==> src/rtl/host_bus_sync_pkg.sv <==
// Shared types and address-byte layout for the host bus front end.
// Imported by the strobe synchroniser and the top-level decoder.
package host_bus_sync_pkg;

  typedef enum logic [1:0] {
    ST_IDLE = 2'd0,
    ST_WR   = 2'd1,
    ST_RD   = 2'd2
  } bus_state_e;

  localparam int OEA_BIT  = 7;
  localparam int AINC_BIT = 6;
  localparam int SEL_BIT  = 4;
  localparam int ADDR_MSB = 3;

  // The pin bank is 16 bytes deep; the address wraps rather than saturates.
  function automatic logic [ADDR_MSB:0] next_addr(input logic [ADDR_MSB:0] addr);
    return addr + 4'd1;
  endfunction

endpackage

==> src/rtl/host_bus_sync_strobe_sync.sv <==
// Two-flop synchroniser, history flop and registered edge detector for one
// active-low host strobe. Flops reset high so an idle strobe looks idle.
module host_bus_sync_strobe_sync (
  input  logic clk,
  input  logic rst_n,
  input  logic strobe,
  output logic fall,
  output logic rise
);

  logic s1_r;
  logic s2_r;
  logic s3_r;
  logic v1_r;
  logic v2_r;
  logic arm_r;
  logic fall_r;
  logic rise_r;

  // Synchronise the strobe and flag edges; a fall is only honoured once a
  // genuinely sampled high level has been seen, so a strobe held low across
  // reset release must rise and fall again before it counts.
  always_ff @(posedge clk or negedge rst_n) begin
    if (!rst_n) begin
      s1_r   <= 1'b1;
      s2_r   <= 1'b1;
      s3_r   <= 1'b1;
      v1_r   <= 1'b0;
      v2_r   <= 1'b0;
      arm_r  <= 1'b0;
      fall_r <= 1'b0;
      rise_r <= 1'b0;
    end else begin
      s1_r   <= strobe;
      s2_r   <= s1_r;
      s3_r   <= s2_r;
      v1_r   <= 1'b1;
      v2_r   <= v1_r;
      arm_r  <= arm_r | (v2_r & s2_r);
      fall_r <= arm_r & s3_r & ~s2_r;
      rise_r <= ~s3_r & s2_r;
    end
  end

  assign fall = fall_r;
  assign rise = rise_r;

endmodule

==> src/rtl/host_bus_sync.sv <==
// Host-side front end of the pin-access stage: synchronises nWR/nRD/nD_A in
// the IFCLK domain and turns host cycles into clean single-clock controls.
module host_bus_sync
  import host_bus_sync_pkg::*;
#(
  parameter int FPGA_ID = 0
) (
  input  logic       IFCLK,
  input  logic       nRST,
  input  logic       nWR,
  input  logic       nRD,
  input  logic       nD_A,
  input  logic [7:0] D_IN,
  output logic [7:0] D_OUT,
  output logic       D_OE,
  output logic [3:0] ADDR,
  output logic       SEL,
  output logic       OEA,
  output logic [7:0] WDATA,
  output logic       WSTB,
  input  logic [7:0] RDATA,
  output logic       RSTB,
  output logic       COLL
);

  localparam logic MY_SEL = 1'(FPGA_ID);

  logic wr_fall_s;
  logic wr_rise_s;
  logic rd_fall_s;
  logic rd_rise_s;
  logic nda_s1_r;
  logic nda_s2_r;

  bus_state_e state_r, state_s;
  logic [3:0] addr_r, addr_s;
  logic       sel_r, sel_s;
  logic       oea_r, oea_s;
  logic       ainc_r, ainc_s;
  logic [7:0] wdata_r, wdata_s;
  logic       wstb_r, wstb_s;
  logic [7:0] dout_r, dout_s;
  logic       doe_r, doe_s;
  logic       rstb_r, rstb_s;
  logic       coll_r, coll_s;
  logic       awr_r, awr_s;
  logic [7:0] hold_r, hold_s;

  host_bus_sync_strobe_sync u_wr_sync (
    .clk    (IFCLK),
    .rst_n  (nRST),
    .strobe (nWR),
    .fall   (wr_fall_s),
    .rise   (wr_rise_s)
  );

  host_bus_sync_strobe_sync u_rd_sync (
    .clk    (IFCLK),
    .rst_n  (nRST),
    .strobe (nRD),
    .fall   (rd_fall_s),
    .rise   (rd_rise_s)
  );

  // nD_A is set up well before nWR falls, so a plain two-flop sync suffices.
  always_ff @(posedge IFCLK or negedge nRST) begin
    if (!nRST) begin
      nda_s1_r <= 1'b1;
      nda_s2_r <= 1'b1;
    end else begin
      nda_s1_r <= nD_A;
      nda_s2_r <= nda_s1_r;
    end
  end

  // Next-state and next-output decode for the IDLE/WR/RD transaction FSM.
  always_comb begin
    state_s = state_r;
    addr_s  = addr_r;
    sel_s   = sel_r;
    oea_s   = oea_r;
    ainc_s  = ainc_r;
    wdata_s = wdata_r;
    wstb_s  = 1'b0;
    dout_s  = dout_r;
    doe_s   = doe_r;
    rstb_s  = 1'b0;
    coll_s  = coll_r;
    awr_s   = awr_r;
    hold_s  = hold_r;
    case (state_r)
      ST_IDLE: begin
        if (wr_fall_s) begin
          // A simultaneous read fall loses to the write and is only flagged.
          state_s = ST_WR;
          awr_s   = nda_s2_r;
          coll_s  = coll_r | rd_fall_s;
        end else if (rd_fall_s) begin
          state_s = ST_RD;
          dout_s  = RDATA;
          doe_s   = (sel_r == MY_SEL);
        end else begin
          state_s = ST_IDLE;
        end
      end
      ST_WR: begin
        hold_s = D_IN;
        coll_s = coll_r | rd_fall_s;
        if (wr_rise_s) begin
          state_s = ST_IDLE;
          if (awr_r) begin
            oea_s  = hold_r[OEA_BIT];
            ainc_s = hold_r[AINC_BIT];
            sel_s  = hold_r[SEL_BIT];
            addr_s = hold_r[ADDR_MSB:0];
          end else if (sel_r == MY_SEL) begin
            wdata_s = hold_r;
            wstb_s  = 1'b1;
            addr_s  = ainc_r ? next_addr(addr_r) : addr_r;
          end else begin
            addr_s = addr_r;
          end
        end else begin
          state_s = ST_WR;
        end
      end
      ST_RD: begin
        coll_s = coll_r | wr_fall_s;
        if (rd_rise_s) begin
          state_s = ST_IDLE;
          doe_s   = 1'b0;
          rstb_s  = 1'b1;
          addr_s  = (ainc_r && (sel_r == MY_SEL)) ? next_addr(addr_r) : addr_r;
        end else begin
          state_s = ST_RD;
        end
      end
      default: begin
        state_s = ST_IDLE;
        doe_s   = 1'b0;
      end
    endcase
  end

  // Transaction state and every host/pin-stage output are registered here.
  always_ff @(posedge IFCLK or negedge nRST) begin
    if (!nRST) begin
      state_r <= ST_IDLE;
      addr_r  <= 4'd0;
      sel_r   <= 1'b0;
      oea_r   <= 1'b0;
      ainc_r  <= 1'b0;
      wdata_r <= 8'd0;
      wstb_r  <= 1'b0;
      dout_r  <= 8'd0;
      doe_r   <= 1'b0;
      rstb_r  <= 1'b0;
      coll_r  <= 1'b0;
      awr_r   <= 1'b0;
      hold_r  <= 8'd0;
    end else begin
      state_r <= state_s;
      addr_r  <= addr_s;
      sel_r   <= sel_s;
      oea_r   <= oea_s;
      ainc_r  <= ainc_s;
      wdata_r <= wdata_s;
      wstb_r  <= wstb_s;
      dout_r  <= dout_s;
      doe_r   <= doe_s;
      rstb_r  <= rstb_s;
      coll_r  <= coll_s;
      awr_r   <= awr_s;
      hold_r  <= hold_s;
    end
  end

  assign D_OUT = dout_r;
  assign D_OE  = doe_r;
  assign ADDR  = addr_r;
  assign SEL   = sel_r;
  assign OEA   = oea_r;
  assign WDATA = wdata_r;
  assign WSTB  = wstb_r;
  assign RSTB  = rstb_r;
  assign COLL  = coll_r;

endmodule

==> config.mk <==
export PLATFORM = sky130hd
export DESIGN_NAME = host_bus_sync
export DESIGN_NICKNAME = d
export VERILOG_FILES = /design/src/rtl/host_bus_sync_pkg.sv /design/src/rtl/host_bus_sync_strobe_sync.sv /design/src/rtl/host_bus_sync.sv
export SDC_FILE = /design/constraint.sdc
export NUM_CORES = 1
export LEC_CHECK = 0
export CAP_MARGIN = 10
export CORE_MARGIN = 3
export CORE_UTILIZATION = 51
export CTS_BUF_LIST = sky130_fd_sc_hd__clkbuf_2
export CTS_CLUSTER_DIAMETER = 200
export DETAILED_ROUTE_END_ITERATION = 16
export HOLD_SLACK_MARGIN = 0.1
export PLACE_DENSITY = 0.88
export RECOVER_POWER = 50
export SETUP_SLACK_MARGIN = 0.02
export SYNTH_ARGS = -nofsm -noshare
export SYNTH_HDL_FRONTEND = slang
export SYNTH_SLANG_ARGS = --single-unit
==> constraint.sdc <==
create_clock -name IFCLK -period 1.78 [get_ports IFCLK]
set_input_delay 0.445 -clock IFCLK [delete_from_list [all_inputs] [get_ports IFCLK]]
set_output_delay 0.445 -clock IFCLK [all_outputs]
set_load 0.01 [all_outputs]
; ---- Word level (Yosys, flattened, before mapping)
; Index checks and enable logic that the tools add are counted.
[totals]
ff_bits = 54
input_bits = 21
output_inout_bits = 26
wordCells = 95
[op_classes]
addsub = 1
n_eq_ne = 10
n_mux = 24
bitwise = 20
n_reduce_logical = 11
[ops]
columns = op, count
row1 = 4-bit 2-to-1 mux, 6
row2 = 1-bit 2-to-1 mux, 11
row3 = 1-bit AND, 8
row4 = "2-bit by 1-bit inequality test with 1-bit output, second input constant", 4
row5 = 1-bit NOT, 8
row6 = 4-bit one-hot mux with 2 select lines, 1
row7 = 4-bit AND reduction, 2
row8 = 2-bit 2-to-1 mux, 3
row9 = "3-bit inequality test, second input constant", 2
row10 = 1-bit one-hot mux with 3 select lines, 2
row11 = 2-bit one-hot mux with 3 select lines, 1
row12 = 3-bit AND reduction, 2
row13 = 6-bit AND reduction, 1
row14 = "4-bit by 1-bit adder with 4-bit output, second input constant", 1
row15 = "2-bit inequality test, second input constant", 2
row16 = 1-bit OR, 4
row17 = 2-bit AND reduction, 2
row18 = 3-bit nonzero test, 1
row19 = "2-bit by 1-bit == test with 1-bit output, second input constant", 1
row20 = "2-bit == test, second input constant", 1
row21 = 2-bit zero test, 1
row22 = 2-bit nonzero test, 1
row23 = 1-bit logical AND, 1

; ---- Depth between registers and ports, before layout
; Gate-level depths: netlist of run 1.
[logic_depth]
word_depth = 6
mapped_depth = 5

; ---- Cells and area by module
; From an unflattened synthesis of run 1, not the netlist that was laid out.
[hier_totals]
cells_unflattened = 139
hier_area_um2 = 2154.6
[modules_own_cells]
columns = mod, instances, cells_per_inst, area_each_um2
row1 = host_bus_sync, 1, 115, 1691.6
row2 = host_bus_sync_strobe_sync, 2, 12, 231.5

; ---- Worst setup path after synthesis of run 1
; Ideal clock, no wire load.
[synth_path]
kind = register to register
startpoint = reg state_r[0]
endpoint = reg dout_r[0], in the netlist D_OUT[0]
setup_time_ns = 0.125
arrival_ns = 1.313
required_ns = 1.655
path_slack_ns = 0.342
stages_incl_launch_ff = 6
synth_period_minus_slack_ns = 1.438
path_cell_list = dfrtp_1 > buf_4 > nor2_1 > nand2_1 > nor2_4 > mux2_2
[synth_between]
elab_chain_len = 2
[synth_lines]
columns = item, line_no
row1 = from (decl), host_bus_sync.sv:35  ; bus_state_e state_r, state_s;
row2 = from (signal assigned), host_bus_sync.sv:162  ; state_r <= state_s;
row3 = 2-bit zero test, host_bus_sync.sv:91  ; case (state_r)
row4 = 3-bit AND reduction (no source line), --
row5 = to (signal assigned), host_bus_sync.sv:169  ; dout_r <= dout_s;
row6 = to (decl), host_bus_sync.sv:42  ; logic [7:0] dout_r, dout_s;
; Every way passes these cells.
; A chain may end at the register's enable or synchronous reset.

; ---- Worst setup path in the final report of run 1
[layout_path]
startpoint = reg state_r[0]
endpoint = reg wdata_r[6], in the netlist WDATA[6]
[layout_between]
elab_chain_len = 2
[layout_lines]
columns = item, line_no
row1 = 2-bit by 1-bit == test with 1-bit output, host_bus_sync.sv:91
row2 = 4-bit AND reduction (no source line), --
row3 = to (signal assigned), host_bus_sync.sv:167  ; wdata_r <= wdata_s;
row4 = to (decl), host_bus_sync.sv:40  ; logic [7:0] wdata_r, wdata_s;
; Every way passes these cells.

==> impl_metrics.json, run 1 <==
{
  "drtAntennaViolNets": 0,
  "port_buffers": 46,
  "intPower_mw": 2.69,
  "grt_pass1_vias": 1369,
  "routed_wl_mm": 3.69,
  "grt_setup_unrepaired": "no",
  "worst-path-buf-inv": 0,
  "overflow": 0,
  "rr_endpoint": "WDATA[6]",
  "ys_seq_area_frac": 0.650,
  "cp-end-kind": "flip-flop",
  "crit_cells": 3,
  "maxCapViolCount": 0,
  "path_delay_family": "simple AND/OR/NAND/NOR gates",
  "ff2ff_setup_slack_ps": 110,
  "crit_path_end": "WDATA[6]",
  "cts_tree": "done",
  "comb_power_share": 0.405,
  "fin_tns_setup_ps": 0,
  "slew_viol_final": 0,
  "pwr_density_cell_nw_per_um2": 1480,
  "drtIter0Drc": 63,
  "arrival_ps": 1990,
  "instances_no_fill": 250,
  "cts_htree_levels": 2,
  "ff_latch_area_um2": 1360,
  "outcome": "completed",
  "clockBufferDepth": 2,
  "final_common_cell": "dfrtp_1",
  "r2r_cells": 3,
  "finalCritPeriodShare": 0.936,
  "fill_cells": 289,
  "critical_path.startpoint": "state_r[0]",
  "worstPathRequired_ps": 2110,
  "crit_path_start_kind": "flip-flop",
  "wire_per_inst_um": 14.8,
  "asyncSetResetFlopFracSynth": 1.00,
  "synth_area_um2": 2100,
  "dr.pass1.iters": 4,
  "rows": 22,
  "vias": 1291,
  "fp.dieH_um": 70.1,
  "crit_slowest_cell": "or3_1",
  "synthCells": 138,
  "area_growth_pct": 28.7,
  "gp_congestion": 0.755,
  "initial_utilization": 0.552,
  "clock_power_share": 0.111,
  "path_class": "flip-flop to flip-flop",
  "ys_warn_count": 0,
  "finalHoldViolCount": 0,
  "layout_common_cells": "dfrtp_1, dlygate4sd2_1, mux2_2, clkdlybuf4s50_1, buf_4",
  "ios": 47,
  "r2r-start": "state_r[0]",
  "finalSetupViolCount": 0,
  "grt_max_degree": 55,
  "ys_types": 33,
  "antenna_found_initial": 0,
  "synth-edff-count": 0,
  "max_stage_delay_ps": 550,
  "core_area_um2": 3800,
  "dp_hpwl_mm": 2.71,
  "fmax_mhz": 600,
  "leakage_nw": 1.29,
  "worstMarginPinSlew_ps": 681,
  "clkLatencyLatePin_ps": 430,
  "switching_share": 0.325,
  "viasPerCell": 5.16,
  "relSlewSlack": 0.546,
  "drc": 0,
  "cts_made_buffers": 5,
  "grt_use_total": 0.173,
  "seq_power_share": 0.484,
  "path_clk_slew_ps": 250,
  "ir_drop_v": 0.000929,
  "hp-class": "flip-flop to flip-flop",
  "cts.root.buffer_cell": "clkbuf_2",
  "post-route-min-period_ps": 1670,
  "synth_ff_type": "dfrtp_1",
  "numPlacedInstances": 231,
  "synth_nets": 160,
  "multi_input_area_um2": 696,
  "cts_sinks": 54,
  "n_antenna_cell": 0,
  "synth-seq-cells": 54,
  "cp_cell_sequence": "nand3b_4 -> or3_1 -> mux2_4",
  "avgSynthCellArea_um2": 15.2,
  "num-nets-final": 223,
  "grt_pass1_wl_mm": 6.60,
  "fin_worst_skew_ps": 27.7,
  "power.switching_mw": 1.30,
  "drive_gt1_frac": 0.302,
  "dieArea_um2": 4910,
  "chipWidth_um": 70.1,
  "crit_fanout": 10
}
stage by stage:
stage / setup slack, ps / util / power (mW) / cell area, um2 / hold WS, ps
2_1_floorplan: 342 / - / 2.83 / 2100 / 149
6_report: 113 / 0.710 / 3.98 / 2700 / 372
5_1_grt: 38.9 / 0.710 / 4.27 / 2700 / 380
3_3_place_gp: 149 / 0.688 / 3.52 / 2620 / 333
4_1_cts: 36.5 / 0.713 / 4.03 / 2710 / 364
3_5_place_dp: 92.0 / 0.688 / 3.63 / 2620 / 347
cells by family (layout without fill, tap and decap cells):
kind of cell,after synthesis,in the layout,synth area share
DFF,54,54,0.650
adders and majority gates,1,1,0.00597
muxes,32,32,0.184
buffers and inverters,6,70,0.0185
and+or+nand+nor,29,29,0.0842
other,1,1,0.00179
AOI/OAI and AO/OA,15,15,0.0561
cell usage after synthesis (all sizes together) (2+ instances only):
master / count / share of area
dfrtp: 46 / 0.55
o21ai: 2 / 0.0048
buf: 4 / 0.015
a21o: 2 / 0.0072
inv: 2 / 0.0036
nand4: 2 / 0.0060
nor2b: 4 / 0.012
mux2: 28 / 0.16
nand3b: 4 / 0.022
nand3: 2 / 0.0048
nand2b: 2 / 0.0060
dfstp: 8 / 0.10
nor2: 5 / 0.013
nand2: 8 / 0.014
a2bb2oi: 2 / 0.0084
a21oi: 3 / 0.0072
mux2i: 4 / 0.019
per-layer routing:
metal  up-vias  global-route usage  share of wire
met5         -                   0              0
met4         0              0.0638          0.011
met3         4              0.0475          0.045
met2        32               0.279           0.52
met1       648               0.223           0.42
li1        607                   -              -
worst min path at each step:
stage,startpoint,end,slack (ps),cells after the start
4_1_cts,nRD,u_rd_sync.s1_r,360,1
3_5_place_dp,nda_s1_r,nda_s2_r,350,0
2_1_floorplan,nRST,ADDR[0],150,0
5_1_grt,nda_s1_r,nda_s2_r,380,0
6_report,nda_s1_r,nda_s2_r,370,0
3_3_place_gp,u_rd_sync.v1_r,u_rd_sync.v2_r,330,0
registers in the layout (all words and copies together) (netlist names), 2 cells and up:
| name | flops |
|---|---|
| D_OUT | 8 |
| ADDR | 4 |
| state_r | 2 |
| hold_r | 8 |
| WDATA | 8 |
cell type report:
type	instances	share of cell area
Clock buffer	6	0.0111
Clock inverter	2	0.00371
Inverter	2	0.00278
Multi-Input combinational cell	78	0.258
Sequential cell	54	0.505
Tap cell	48	0.0223
Timing Repair Buffer	60	0.197
power by group through the flow:
stage | clock network, mW | registers (mW) | logic [mW]
CTS | 0.469 | 1.92 | 1.64
detailed placement | 0 | 2.01 | 1.61
floorplan | 0 | 2.03 | 0.808
finish | 0.444 | 1.93 | 1.61
global placement | 0 | 1.97 | 1.55
global route | 0.517 | 1.99 | 1.76
worst register-to-register path, stage by stage (launching register included):
cell,delay [ps]
dfrtp_2,530
nand3b_4,100
or3_1,550
mux2_4,380
repair_timing:
item | CTS | global route
hold endpoints to repair | 46 | 0
hold buffers | 1 | 0
endpoints found under the setup margin | 26 | 8
setup buffers | 10 | 0
gates resized for setup | 26 | 1
No activity file was read; power rests on OpenSTA's default activity.
==> run 2, diff against run 1 <==
Settings changed: HOLD_SLACK_MARGIN 0.1 to 0.08, SLEW_MARGIN set to 20.
==> results of run 2 <==
No change in the layout: final DEF, timing and power equal those of run 1.
